### config.mk
export PLATFORM = sky130hd
export DESIGN_NAME = id_ex_pipe
export DESIGN_NICKNAME = d
export VERILOG_FILES = /design/src/rtl/pipe_pkg.sv /design/src/rtl/load_use_detect.sv /design/src/rtl/id_ex_pipe.sv
export SDC_FILE = /design/constraint.sdc
export NUM_CORES = 1
export LEC_CHECK = 0
export ABC_CLOCK_PERIOD_IN_PS = 1700
export CAP_MARGIN = 15
export CORE_MARGIN = 3
export CORE_UTILIZATION = 35
export DETAILED_ROUTE_END_ITERATION = 8
export GPL_TIMING_DRIVEN = 1
export PLACE_DENSITY = 0.87
export SETUP_SLACK_MARGIN = 0.5
export SLEW_MARGIN = 40
export SYNTH_ARGS = -nofsm -noshare
export SYNTH_HDL_FRONTEND = slang
export SYNTH_SLANG_ARGS = --single-unit
### constraint.sdc
create_clock -name clk_i -period 1.7 [get_ports clk_i]
set_clock_uncertainty 0.05 [all_clocks]
set_input_delay 0.17 -clock clk_i [delete_from_list [all_inputs] [get_ports clk_i]]
set_output_delay 0.17 -clock clk_i [all_outputs]
set_load 0.01 [all_outputs]
### src/rtl/pipe_pkg.sv
// Shared definitions for the RV32 pipeline registers: default widths,
// ALUOp class encodings and the packed control bundle carried between stages.
package pipe_pkg;

  localparam int XLEN_DEF   = 32;
  localparam int REG_AW_DEF = 5;

  // ALUOp classes decoded further by the ALU control unit
  localparam logic [1:0] ALUOP_ADD    = 2'b00;  // address calc for load/store
  localparam logic [1:0] ALUOP_BRANCH = 2'b01;
  localparam logic [1:0] ALUOP_RTYPE  = 2'b10;
  localparam logic [1:0] ALUOP_ITYPE  = 2'b11;

  // Control bundle; field order matches the packing used at the ID inputs
  typedef struct packed {
    logic       reg_write;
    logic       mem_to_reg;
    logic       mem_read;
    logic       mem_write;
    logic       alu_src;
    logic [1:0] alu_op;
  } ctrl_t;

  // Bubble control: no side effects anywhere downstream
  localparam ctrl_t CTRL_NOP = '0;

endpackage

### src/rtl/load_use_detect.sv
// Combinational load-use hazard check: the instruction in EX is a load whose
// non-zero destination is read by the real, unflushed instruction in ID.
module load_use_detect #(
  parameter int REG_AW = 5
) (
  input  logic              ex_valid,
  input  logic              ex_mem_read,
  input  logic [REG_AW-1:0] ex_rd,
  input  logic              id_valid,
  input  logic              flush,
  input  logic [REG_AW-1:0] id_rs1,
  input  logic [REG_AW-1:0] id_rs2,
  output logic              hazard
);

  logic ex_is_load;
  logic id_reads_rd;

  // x0 never carries a real dependency, so a load to x0 cannot stall
  assign ex_is_load  = ex_valid & ex_mem_read & (ex_rd != '0);
  assign id_reads_rd = (ex_rd == id_rs1) | (ex_rd == id_rs2);
  assign hazard      = ex_is_load & id_valid & ~flush & id_reads_rd;

endmodule

### src/rtl/id_ex_pipe.sv
// ID/EX pipeline register with load-use bubble insertion, branch flush and
// whole-pipe external stall. Optional load-use bubble counter is enabled by
// defining ID_EX_PERF_CNT_EN (adds port Bubble_cnt_o).
module id_ex_pipe
  import pipe_pkg::*;
#(
  parameter int XLEN   = XLEN_DEF,
  parameter int REG_AW = REG_AW_DEF
) (
  input  logic              clk_i,
  input  logic              rst_n_i,
  input  logic              ID_valid_i,
  input  logic [XLEN-1:0]   ID_PC_i,
  input  logic [XLEN-1:0]   ID_RS1data_i,
  input  logic [XLEN-1:0]   ID_RS2data_i,
  input  logic [XLEN-1:0]   ID_Imm_i,
  input  logic [REG_AW-1:0] ID_Rs1_i,
  input  logic [REG_AW-1:0] ID_Rs2_i,
  input  logic [REG_AW-1:0] ID_Rd_i,
  input  logic [9:0]        ID_funct_i,
  input  logic              ID_RegWrite_i,
  input  logic              ID_MemtoReg_i,
  input  logic              ID_MemRead_i,
  input  logic              ID_MemWrite_i,
  input  logic              ID_ALUSrc_i,
  input  logic [1:0]        ID_ALUOp_i,
  input  logic              Flush_i,
  input  logic              Stall_ext_i,
  output logic              EX_valid_o,
  output logic [XLEN-1:0]   EX_PC_o,
  output logic [XLEN-1:0]   EX_RS1data_o,
  output logic [XLEN-1:0]   EX_RS2data_o,
  output logic [XLEN-1:0]   EX_Imm_o,
  output logic [REG_AW-1:0] EX_Rs1_o,
  output logic [REG_AW-1:0] EX_Rs2_o,
  output logic [REG_AW-1:0] EX_Rd_o,
  output logic [9:0]        EX_funct_o,
  output logic              EX_RegWrite_o,
  output logic              EX_MemtoReg_o,
  output logic              EX_MemRead_o,
  output logic              EX_MemWrite_o,
  output logic              EX_ALUSrc_o,
  output logic [1:0]        EX_ALUOp_o,
`ifdef ID_EX_PERF_CNT_EN
  output logic [31:0]       Bubble_cnt_o,
`endif
  output logic              Hazard_o,
  output logic              PCWrite_o,
  output logic              IFIDWrite_o
);

  logic              ex_valid_reg, ex_valid_next;
  logic [XLEN-1:0]   ex_pc_reg, ex_rs1data_reg, ex_rs2data_reg, ex_imm_reg;
  logic [REG_AW-1:0] ex_rs1_reg, ex_rs2_reg, ex_rd_reg;
  logic [9:0]        ex_funct_reg;
  ctrl_t             ex_ctrl_reg, ex_ctrl_next;
  ctrl_t             id_ctrl;
  logic              hazard;
  logic              bubble;

  assign id_ctrl = {ID_RegWrite_i, ID_MemtoReg_i, ID_MemRead_i,
                    ID_MemWrite_i, ID_ALUSrc_i, ID_ALUOp_i};

  load_use_detect #(.REG_AW(REG_AW)) u_load_use_detect (
    .ex_valid    (ex_valid_reg),
    .ex_mem_read (ex_ctrl_reg.mem_read),
    .ex_rd       (ex_rd_reg),
    .id_valid    (ID_valid_i),
    .flush       (Flush_i),
    .id_rs1      (ID_Rs1_i),
    .id_rs2      (ID_Rs2_i),
    .hazard      (hazard)
  );

  // An external stall freezes everything, so no hazard is reported meanwhile
  assign Hazard_o    = hazard & ~Stall_ext_i;
  assign PCWrite_o   = ~Hazard_o & ~Stall_ext_i;
  assign IFIDWrite_o = ~Hazard_o & ~Stall_ext_i;

  // Flush, load-use and an empty ID slot all become a control-free bubble
  assign bubble = Flush_i | hazard | ~ID_valid_i;

  // Select what EX receives: real controls or the NOP bundle
  always_comb begin
    ex_ctrl_next  = id_ctrl;
    ex_valid_next = 1'b1;
    if (bubble) begin
      ex_ctrl_next  = CTRL_NOP;
      ex_valid_next = 1'b0;
    end
  end

  // Pipeline register; data fields load even on a bubble to stay deterministic
  always_ff @(posedge clk_i or negedge rst_n_i) begin
    if (!rst_n_i) begin
      ex_valid_reg   <= 1'b0;
      ex_pc_reg      <= '0;
      ex_rs1data_reg <= '0;
      ex_rs2data_reg <= '0;
      ex_imm_reg     <= '0;
      ex_rs1_reg     <= '0;
      ex_rs2_reg     <= '0;
      ex_rd_reg      <= '0;
      ex_funct_reg   <= '0;
      ex_ctrl_reg    <= CTRL_NOP;
    end else if (!Stall_ext_i) begin
      ex_valid_reg   <= ex_valid_next;
      ex_pc_reg      <= ID_PC_i;
      ex_rs1data_reg <= ID_RS1data_i;
      ex_rs2data_reg <= ID_RS2data_i;
      ex_imm_reg     <= ID_Imm_i;
      ex_rs1_reg     <= ID_Rs1_i;
      ex_rs2_reg     <= ID_Rs2_i;
      ex_rd_reg      <= ID_Rd_i;
      ex_funct_reg   <= ID_funct_i;
      ex_ctrl_reg    <= ex_ctrl_next;
    end
  end

`ifdef ID_EX_PERF_CNT_EN
  logic [31:0] bubble_cnt_reg;

  // Count only load-use bubbles that actually get inserted; wraps naturally
  always_ff @(posedge clk_i or negedge rst_n_i) begin
    if (!rst_n_i) begin
      bubble_cnt_reg <= '0;
    end else if (hazard && !Stall_ext_i) begin
      bubble_cnt_reg <= bubble_cnt_reg + 32'd1;
    end
  end

  assign Bubble_cnt_o = bubble_cnt_reg;
`endif

  assign EX_valid_o    = ex_valid_reg;
  assign EX_PC_o       = ex_pc_reg;
  assign EX_RS1data_o  = ex_rs1data_reg;
  assign EX_RS2data_o  = ex_rs2data_reg;
  assign EX_Imm_o      = ex_imm_reg;
  assign EX_Rs1_o      = ex_rs1_reg;
  assign EX_Rs2_o      = ex_rs2_reg;
  assign EX_Rd_o       = ex_rd_reg;
  assign EX_funct_o    = ex_funct_reg;
  assign EX_RegWrite_o = ex_ctrl_reg.reg_write;
  assign EX_MemtoReg_o = ex_ctrl_reg.mem_to_reg;
  assign EX_MemRead_o  = ex_ctrl_reg.mem_read;
  assign EX_MemWrite_o = ex_ctrl_reg.mem_write;
  assign EX_ALUSrc_o   = ex_ctrl_reg.alu_src;
  assign EX_ALUOp_o    = ex_ctrl_reg.alu_op;

endmodule

==> run_results.csv <==
group,metric,value,unit
placed_design,port-buffer-count,328,
detailed_routing,drc,0,
worst_setup_path,startpoint_type,"flip-flop",
floorplan,row_count,47,
clocking,clk_path_buf_depth,2,
worst_setup_path,endpoint_kind,"primary output",
floorplan,die_h,139,µm
logic_synthesis,synth.area.top_cells,"dfrtp_1 (65%), mux2_2 (28%), xnor2_1 (1.4%)",
sta,fmax,460,MHz
logic_synthesis,yosysSeqAreaShare,0.653,
placed_design,place_hpwl,13.8,mm
cells_and_area,nNetsFinal,920,
global_route,grt.busiest_layer,"met2",
cells_and_area,syn2layout_area_growth,63.7,%
placed_design,globalplace.congestion,0.874,
logic_synthesis,yosys_register_bits,161,
floorplan,start_util,0.364,
sta,tightest_slew,381,ps
floorplan,die_w,139,µm
global_route,grt_max_degree,70,
worst_setup_path,crit_type,"flip-flop to primary output",
status,failed_checks,"setup timing",
sta,setup_tns,-1820,ps
global_route,met2_usage,0.325,
global_route,grt_pass1_vias,5050,
global_route,antenna_found_initial,0,
clocking,cts.sinks,161,
logic_synthesis,synth-warning-count,0,
clocking,clockRootBuffer,"clkbuf_16",
logic_synthesis,netlist.area_leader.share,0.653,
logic_synthesis,syn-cell-area,6170,µm²
placed_design,pre_cts_slack,-520,ps
logic_synthesis,yosysUniqueCellTypes,20,
detailed_routing,drt_iter0_markers,91,
cells_and_area,antenna_cells,0,
sta,period_share,1.28,
sta,layout_setup_ws,-474,ps
global_route,grt_remaining_overflow,0,
sta,setup_viol,11,
min_path,holdCritPathClass,"primary input to async pin",
power_and_ir_drop,power.density,1010,nW/µm²
logic_synthesis,avgSynthCellArea,16.2,µm²
sta,drv_slew,0,
floorplan,die_area,19300,µm²
worst_setup_path,cp.arrival,1950,ps
detailed_routing,routed_wirelength,18.0,mm
clocking,cts-htree-levels,4,
detailed_routing,num_vias,4568,
detailed_routing,dr.pass1.iters,4,
floorplan,core_area,16900,µm²
global_route,use_met1,0.212,
detailed_routing,ant_nets,0,
worst_setup_path,required,1480,ps
cells_and_area,drive_gt1_frac,0.529,
global_route,grt_pass1_wl,28.2,mm
sta,timing.slew.headroom,0.746,
logic_synthesis,yosys.area.top_type,"dfrtp_1",
power_and_ir_drop,p_leak,4.50,nW
clocking,cts_buffers,17,
clocking,clk_latency,410,ps
power_and_ir_drop,irDropWorstVdd,0.000622,V
clocking,clk_pin_slew,70,ps
detailed_routing,viasPerCell,4.62,
sta,rsz0062_at_grt,"yes",
global_route,grt_use_met3,0.0745,
logic_synthesis,synthCells,380,
floorplan,io_pins,329,
sta,min_period,2170,ps
run,maxCapViolCount,0,
sta,final_hold_viol_count,0,
logic_synthesis,syn_nets,545,
status,status,"finished, violations left",
detailed_routing,avgRoutedWirePerCell,18.2,µm
global_route,globalRouteTotalUtil,0.185,
clocking,cts_tree,"done",
worst_setup_path,crit_path_max_fanout,4,
## sequential cells by signal, summed over array words and instances, names as in the netlist
register       count
EX_Rs2_o           5
EX_RS1data_o      32
EX_MemRead_o       1
EX_RegWrite_o      1
EX_MemtoReg_o      1
EX_PC_o           32
EX_RS2data_o      32
EX_Imm_o          32
EX_funct_o        10
EX_Rd_o            5
EX_valid_o         1
EX_ALUSrc_o        1
EX_MemWrite_o      1
EX_ALUOp_o         2
EX_Rs1_o           5
## synthesized netlist by cell type
cell type	count
o2111ai_4	1
nor2b_1	2
dfrtp_1	161
inv_1	1
or4_4	1
xnor2_1	10
clkbuf_1	2
mux2_2	153
buf_2	17
o21ai_1	1
nand3_1	2
a32oi_1	7
o22ai_1	1
nor2_2	1
mux2i_1	1
nand2_1	9
o21ai_0	6
buf_4	1
and2_1	1
a21oi_1	2
## stage by stage
stage | total power [mW] | hold WS, ps | cell area [µm²] | instances | util
floorplan | 5.18 | -176 | 6190 | 380 | -
global placement | 6.62 | 52.6 | 9970 | 939 | 0.589
detailed placement | 6.68 | 54.0 | 9970 | 939 | 0.589
CTS | 10.2 | 190 | 9890 | 979 | 0.584
global route | 10.6 | 208 | 10100 | 988 | 0.596
finish | 10.2 | 199 | 10100 | 988 | 0.596
## cell families (layout without fill, tap and decap cells)
logic type	after synthesis	count (layout)	share of synthesized area
AOI/OAI and AO/OA	18	18	0.0225
xor gates and xnor gates	10	10	0.0142
buffers and inverters	21	409	0.0168
DFF	161	161	0.653
muxes	154	154	0.281
and+or+nand+nor	16	16	0.0130
## worst max-delay path: stages (launching register included)
cell,delay (ps)
dfrtp_1,390
buf_4,140
buf_6,120
xnor2_1,130
nand3_1,130
o22ai_1,280
buf_4,180
a21oi_4,60
buf_2,140
## final timing paths
check                                startpoint               end  slack, ps  cells after the start
worst max-delay path                 EX_Rd_o[0]         PCWrite_o       -470                      8
worst min-delay path                    rst_n_i     EX_funct_o[6]        200                      2
worst max register to register       EX_Rd_o[4]     EX_MemWrite_o        -80                      6
worst min register to register  EX_RS2data_o[9]   EX_RS2data_o[9]        450                      1
max in group asynchronous               rst_n_i  EX_RS1data_o[28]        820                      3
min in group clk_i                  Stall_ext_i        EX_valid_o        260                      5
## metal layers
layer | part of all wire | wire length [µm]
met5 | 0 | 0
met2 | 0.52 | 9400
met3 | 0.094 | 1690
met1 | 0.37 | 6660
met4 | 0.013 | 231
## cells in the final DEF (no fill, tap or decap), drive strengths merged, types with 5 or more instances in the layout
master / count
dfrtp: 161
xnor2: 10
clkinv: 5
o21ai: 7
clkbuf: 19
clkdlybuf4s50: 162
buf: 213
a32oi: 7
mux2: 153
nand2: 9
inv: 5
## power breakdown
part	internal [mW]	switching, mW
logic	1.15	0.796
clock network	2.23	1.59
registers	4.22	0.194
## cell type report
cell class	instances	area (µm²)
Tap cell	220	275
Clock inverter	13	150
Timing Repair Buffer	376	3140
Sequential cell	161	4030
Inverter	1	3.75
Fill cell	1338	6830
Multi-Input combinational cell	198	2060
Clock buffer	19	443
## timing repair
item | in CTS | in global routing
buffers inserted | 7 | 9
setup endpoints to repair | 172 | 50
hold buffers | 1 | 0
pin swaps | 5 | 2
resized for setup | 673 | 33
endpoints found under the hold margin | 144 | 0
Note: power is estimated with default switching activity, not from simulation.
==> RTL change 1 (config.mk and constraints unchanged) <==
The option `ID_EX_PERF_CNT_EN` is turned on by a define.
--- a/src/rtl/id_ex_pipe.sv
+++ b/src/rtl/id_ex_pipe.sv
@@ -1,6 +1,8 @@
 // ID/EX pipeline register with load-use bubble insertion, branch flush and
 // whole-pipe external stall. Optional load-use bubble counter is enabled by
 // defining ID_EX_PERF_CNT_EN (adds port Bubble_cnt_o).
+`define ID_EX_PERF_CNT_EN
+
 module id_ex_pipe
   import pipe_pkg::*;
 #(
Function (old outputs only; new: Bubble_cnt_o): kept (Yosys induction, for registers that start in step).
==> RTL change 1 against the original RTL <==
  * The flow still finishes with violations (setup timing)
  * Wire length grew 30%
  * Design area grew 32%
  * Sequential cell count grew 32
  * Non-clock buffer count grew 108
  * Core utilization grew 2.6 points
  * Global-route usage grew 0.78 points
  * Total power grew 11%
  * Synthesized area grew 25%
  * Fmax shrank 0.54%
  * Setup slack lost 0.012 ns
  * Critical path type unchanged
  * Largest cell class unchanged
  * Largest power group unchanged
==> RTL change 1: results (changes against the original RTL) <==
metric	value	unit	change
Post-DP HPWL	16900	um	was 13800 um
RR Endpoint	Bubble_cnt_o[16]$_DFFE_PN0P_		was EX_MemWrite_o$_DFFE_PN0N_
Seq area share	36.4	%	was 39.9%
placed cell area	12100	um2	was 9970 um2
Final Non-Filler Cells	1289		was 988
nets	1168		was 920
GRT Total Usage	19.3	%	was 18.5%
hold crit path type	in -> reg		was in -> async
Post-synth top cells	193 x dfrtp_1, 154 x mux2_2, 36 x xor2_1, 18 x nand2_1, 15 x nor3_1		was 161 x dfrtp_1, 153 x mux2_2, 17 x buf_2, 10 x xnor2_1, 9 x nand2_1
final worst slack	-0.486	ns	was -0.474 ns
initial drt markers	224		was 91
failing checks	setup timing		unchanged
CP top delay family	simple AND/OR/NAND/NOR gates		was buffers and inverters
worst IR drop on VDD	0.661	mV	was 0.622 mV
Pwr Density	848	nW/um2	was 1010 nW/um2
R2R Path Start	EX_Rd_o[2]$_DFFE_PN0N_		was EX_Rd_o[4]$_DFFE_PN0N_
Pleak	6.23	nW	was 4.50 nW
Fill cells	1638		was 1338
global-route wire length before repair	36500	um	was 28200 um
vias in the first global route	6612		was 5050
Sw Ratio	26.4	%	was 25.3%
WP data arrival	1.97	ns	was 1.95 ns
Synth cell types	36		was 20
post_cts resized	752		was 673
wire length per cell	18.2	um	about the same
maximum fanout along the worst path	2		was 4
synthesized net count	689		was 545
post-placement setup slack	-0.593	ns	was -0.520 ns
clock tree cell share of total cell area	4.34	%	was 5.87%
# Taps	275		was 220
# setup viols final	43		was 11
cells after synthesis	523		was 380
Hold WS	0.0724	ns	was 0.199 ns
R2R cell count	11		was 6
worst slew pin tran	0.413	ns	was 0.381 ns
comb pwr	2.17	mW	was 1.95 mW
share of cells above drive strength 1	55.2	%	was 52.9%
PortBufs	360		was 328
Synth Register Bits	193		was 161
crit path to	Hazard_o		was PCWrite_o
outcome	finished with violations		unchanged
==> RTL change 1: layer usage <==
metal / GRT usage [%] / share of wire, % / up-vias
met5: 0 / 0 / -
met1: 22.2 / 38 / 3011
li1: - / - / 2797
met2: 34.4 / 52 / 244
met4: 5.30 / 1.7 / 0
met3: 6.35 / 8.4 / 25
==> RTL change 1: worst register-to-register path: stages (launching register included) <==
cell	delay, ns
dfrtp_2	0.41
buf_4	0.15
xor2_2	0.17
nor3_2	0.14
a22oi_2	0.16
buf_12	0.17
buf_12	0.12
buf_6	0.12
buf_16	0.14
buf_8	0.13
nor3_4	0.18
xor2_1	0.17
==> RTL change 1: kinds of logic after synthesis <==
logic type	share of synthesized area [%]
compound gates	1.51
xor+xnor	4.66
fa+ha+maj	0.162
buf+inv	1.83
flops	62.7
mux	22.5
simple gates	6.69
==> RTL change 2 (same flow settings) <==
Made on the original files. The package constant `XLEN_DEF` goes from 32 to 48.
--- a/src/rtl/pipe_pkg.sv
+++ b/src/rtl/pipe_pkg.sv
@@ -2,7 +2,7 @@
 // ALUOp class encodings and the packed control bundle carried between stages.
 package pipe_pkg;
 
-  localparam int XLEN_DEF   = 32;
+  localparam int XLEN_DEF   = 48;
   localparam int REG_AW_DEF = 5;
 
   // ALUOp classes decoded further by the ALU control unit
Interface: changed (8 resized); port bits go from 329 to 457. No check against the original RTL was run, so the function may have changed too.
==> RTL change 2 against the original RTL <==
  * The flow still finishes with violations (setup timing)
  * Wire length up 60%
  * Design area increased by 47%
  * Synthesized area grew 38%
  * Sequential power grew 41%
  * Combinational power rose by 60%
  * Setup slack lost 0.24 ns
  * Sequential cell count rose by 64
  * Fmax shrank 9.9%
  * Total power increased by 43%
  * Highest routed layer unchanged
==> RTL change 2: results (changes against the original RTL) <==
metric	value	unit	change
post-placement setup slack	-0.633	ns	was -0.520 ns
# setup viols final	11		unchanged
worst IR drop on VDD	0.724	mV	was 0.622 mV
global-route wire length before repair	42800	um	was 28200 um
Post-DP HPWL	20600	um	was 13800 um
GRT Total Usage	20.7	%	was 18.5%
wire length per cell	20.4	um	was 18.2 um
DR WL met3	2890	um	was 1690 um
synthesized net count	744		was 545
failing checks	setup timing		unchanged
WP data arrival	2.19	ns	was 1.95 ns
DR WL met2	15700	um	was 9400 um
initial drt markers	290		was 91
GPL Wtd Cong	0.810		was 0.874
Metal-1 WL	9530	um	was 6660 um
CTS Buf Count	25		was 17
cells after synthesis	515		was 380
final worst slack	-0.712	ns	was -0.474 ns
Synth cell types	21		was 20
CTS H-tree lvls	1		was 4
Post-synth top cells	225 x dfrtp_1, 217 x mux2_2, 19 x buf_2, 10 x xnor2_1, 9 x nand2_1		was 161 x dfrtp_1, 153 x mux2_2, 17 x buf_2, 10 x xnor2_1, 9 x nand2_1
outcome	finished with violations		unchanged
Skew-Pair Late Insertion Delay	0.52	ns	was 0.41 ns
Routed WL	28800	um	was 18000 um
Fill cells	1703		was 1338
share of cells above drive strength 1	54.5	%	was 52.9%
-- RTL change 2: cell type report --
type	count	area [um2]	area share (%)
Inverter	1	6.26	0.0421
Multi-Input combinational cell	262	2800	18.8
Tap cell	319	399	2.69
Sequential cell	225	5630	37.9
Clock inverter	7	66.3	0.446
Timing Repair Buffer	558	5230	35.2
Clock buffer	38	724	4.87
-- RTL change 2: what timing repair did --
action,4_1_cts,5_1_grt
pin swaps,4,2
hold buffers,2,0
endpoints found under the setup margin,236,236
endpoints found under the hold margin,205,0
gates resized for setup,989,100
buffers inserted,39,25
-- RTL change 2: path summary, 6_finish.rpt --
| kind | from | to | slack, ns | depth (start not counted) |
|---|---|---|---|---|
| setup / recovery | EX_Rd_o[0]$_DFFE_PN0N_ | Hazard_o | -0.71 | 7 |
| min in group clk_i | Stall_ext_i | EX_valid_o$_DFFE_PN0N_ | 0.14 | 5 |
| setup reg to reg | EX_Rd_o[0]$_DFFE_PN0N_ | EX_valid_o$_DFFE_PN0N_ | -0.21 | 8 |
| hold reg to reg | EX_RS1data_o[28]$_DFFE_PN0N_ | EX_RS1data_o[28]$_DFFE_PN0N_ | 0.45 | 1 |
| max in group asynchronous | rst_n_i | EX_RS1data_o[4]$_DFFE_PN0N_ | 0.77 | 3 |
| hold / removal | rst_n_i | EX_Imm_o[11]$_DFFE_PN0N_ | 0.11 | 2 |
-- RTL change 2: routing by layer --
metal / track usage (%) / vias to the layer above
met2: 39.6 / 311
met5: 0 / -
met3: 8.14 / 50
li1: - / 2946
met1: 21.0 / 3294
met4: 5.12 / 0
-- RTL change 2: cells by family (layout without fill, tap and decap cells) --
| kind of cell | Yosys count | after routing | synth area share [%] |
|---|---|---|---|
| and+or+nand+nor | 16 | 16 | 0.940 |
| DFF | 225 | 225 | 66.1 |
| muxes | 218 | 218 | 28.8 |
| xor gates and xnor gates | 10 | 10 | 1.03 |
| buffers and inverters | 28 | 604 | 1.56 |
| AOI/OAI and AO/OA | 18 | 18 | 1.63 |
-- RTL change 2: through the flow --
stage	hold slack (ns)	TNS, ns	total power [mW]	instance area, um2
6_report	0.115	-3.18	14.6	14900
5_1_grt	0.112	-4.13	15.2	14900
4_1_cts	0.0808	-2.68	14.5	14500
3_5_place_dp	0.0882	-2.21	9.31	13800
3_3_place_gp	0.0695	-1.82	9.22	13800
2_1_floorplan	-0.176	-0.344	7.21	8540
-- RTL change 2: where the power goes --
| part | switching (mW) | internal, mW |
|---|---|---|
| Clock | 2.13 | 3.08 |
| Combinational | 1.17 | 1.95 |
| Sequential | 0.345 | 5.90 |
| Total | 3.65 | 10.9 |
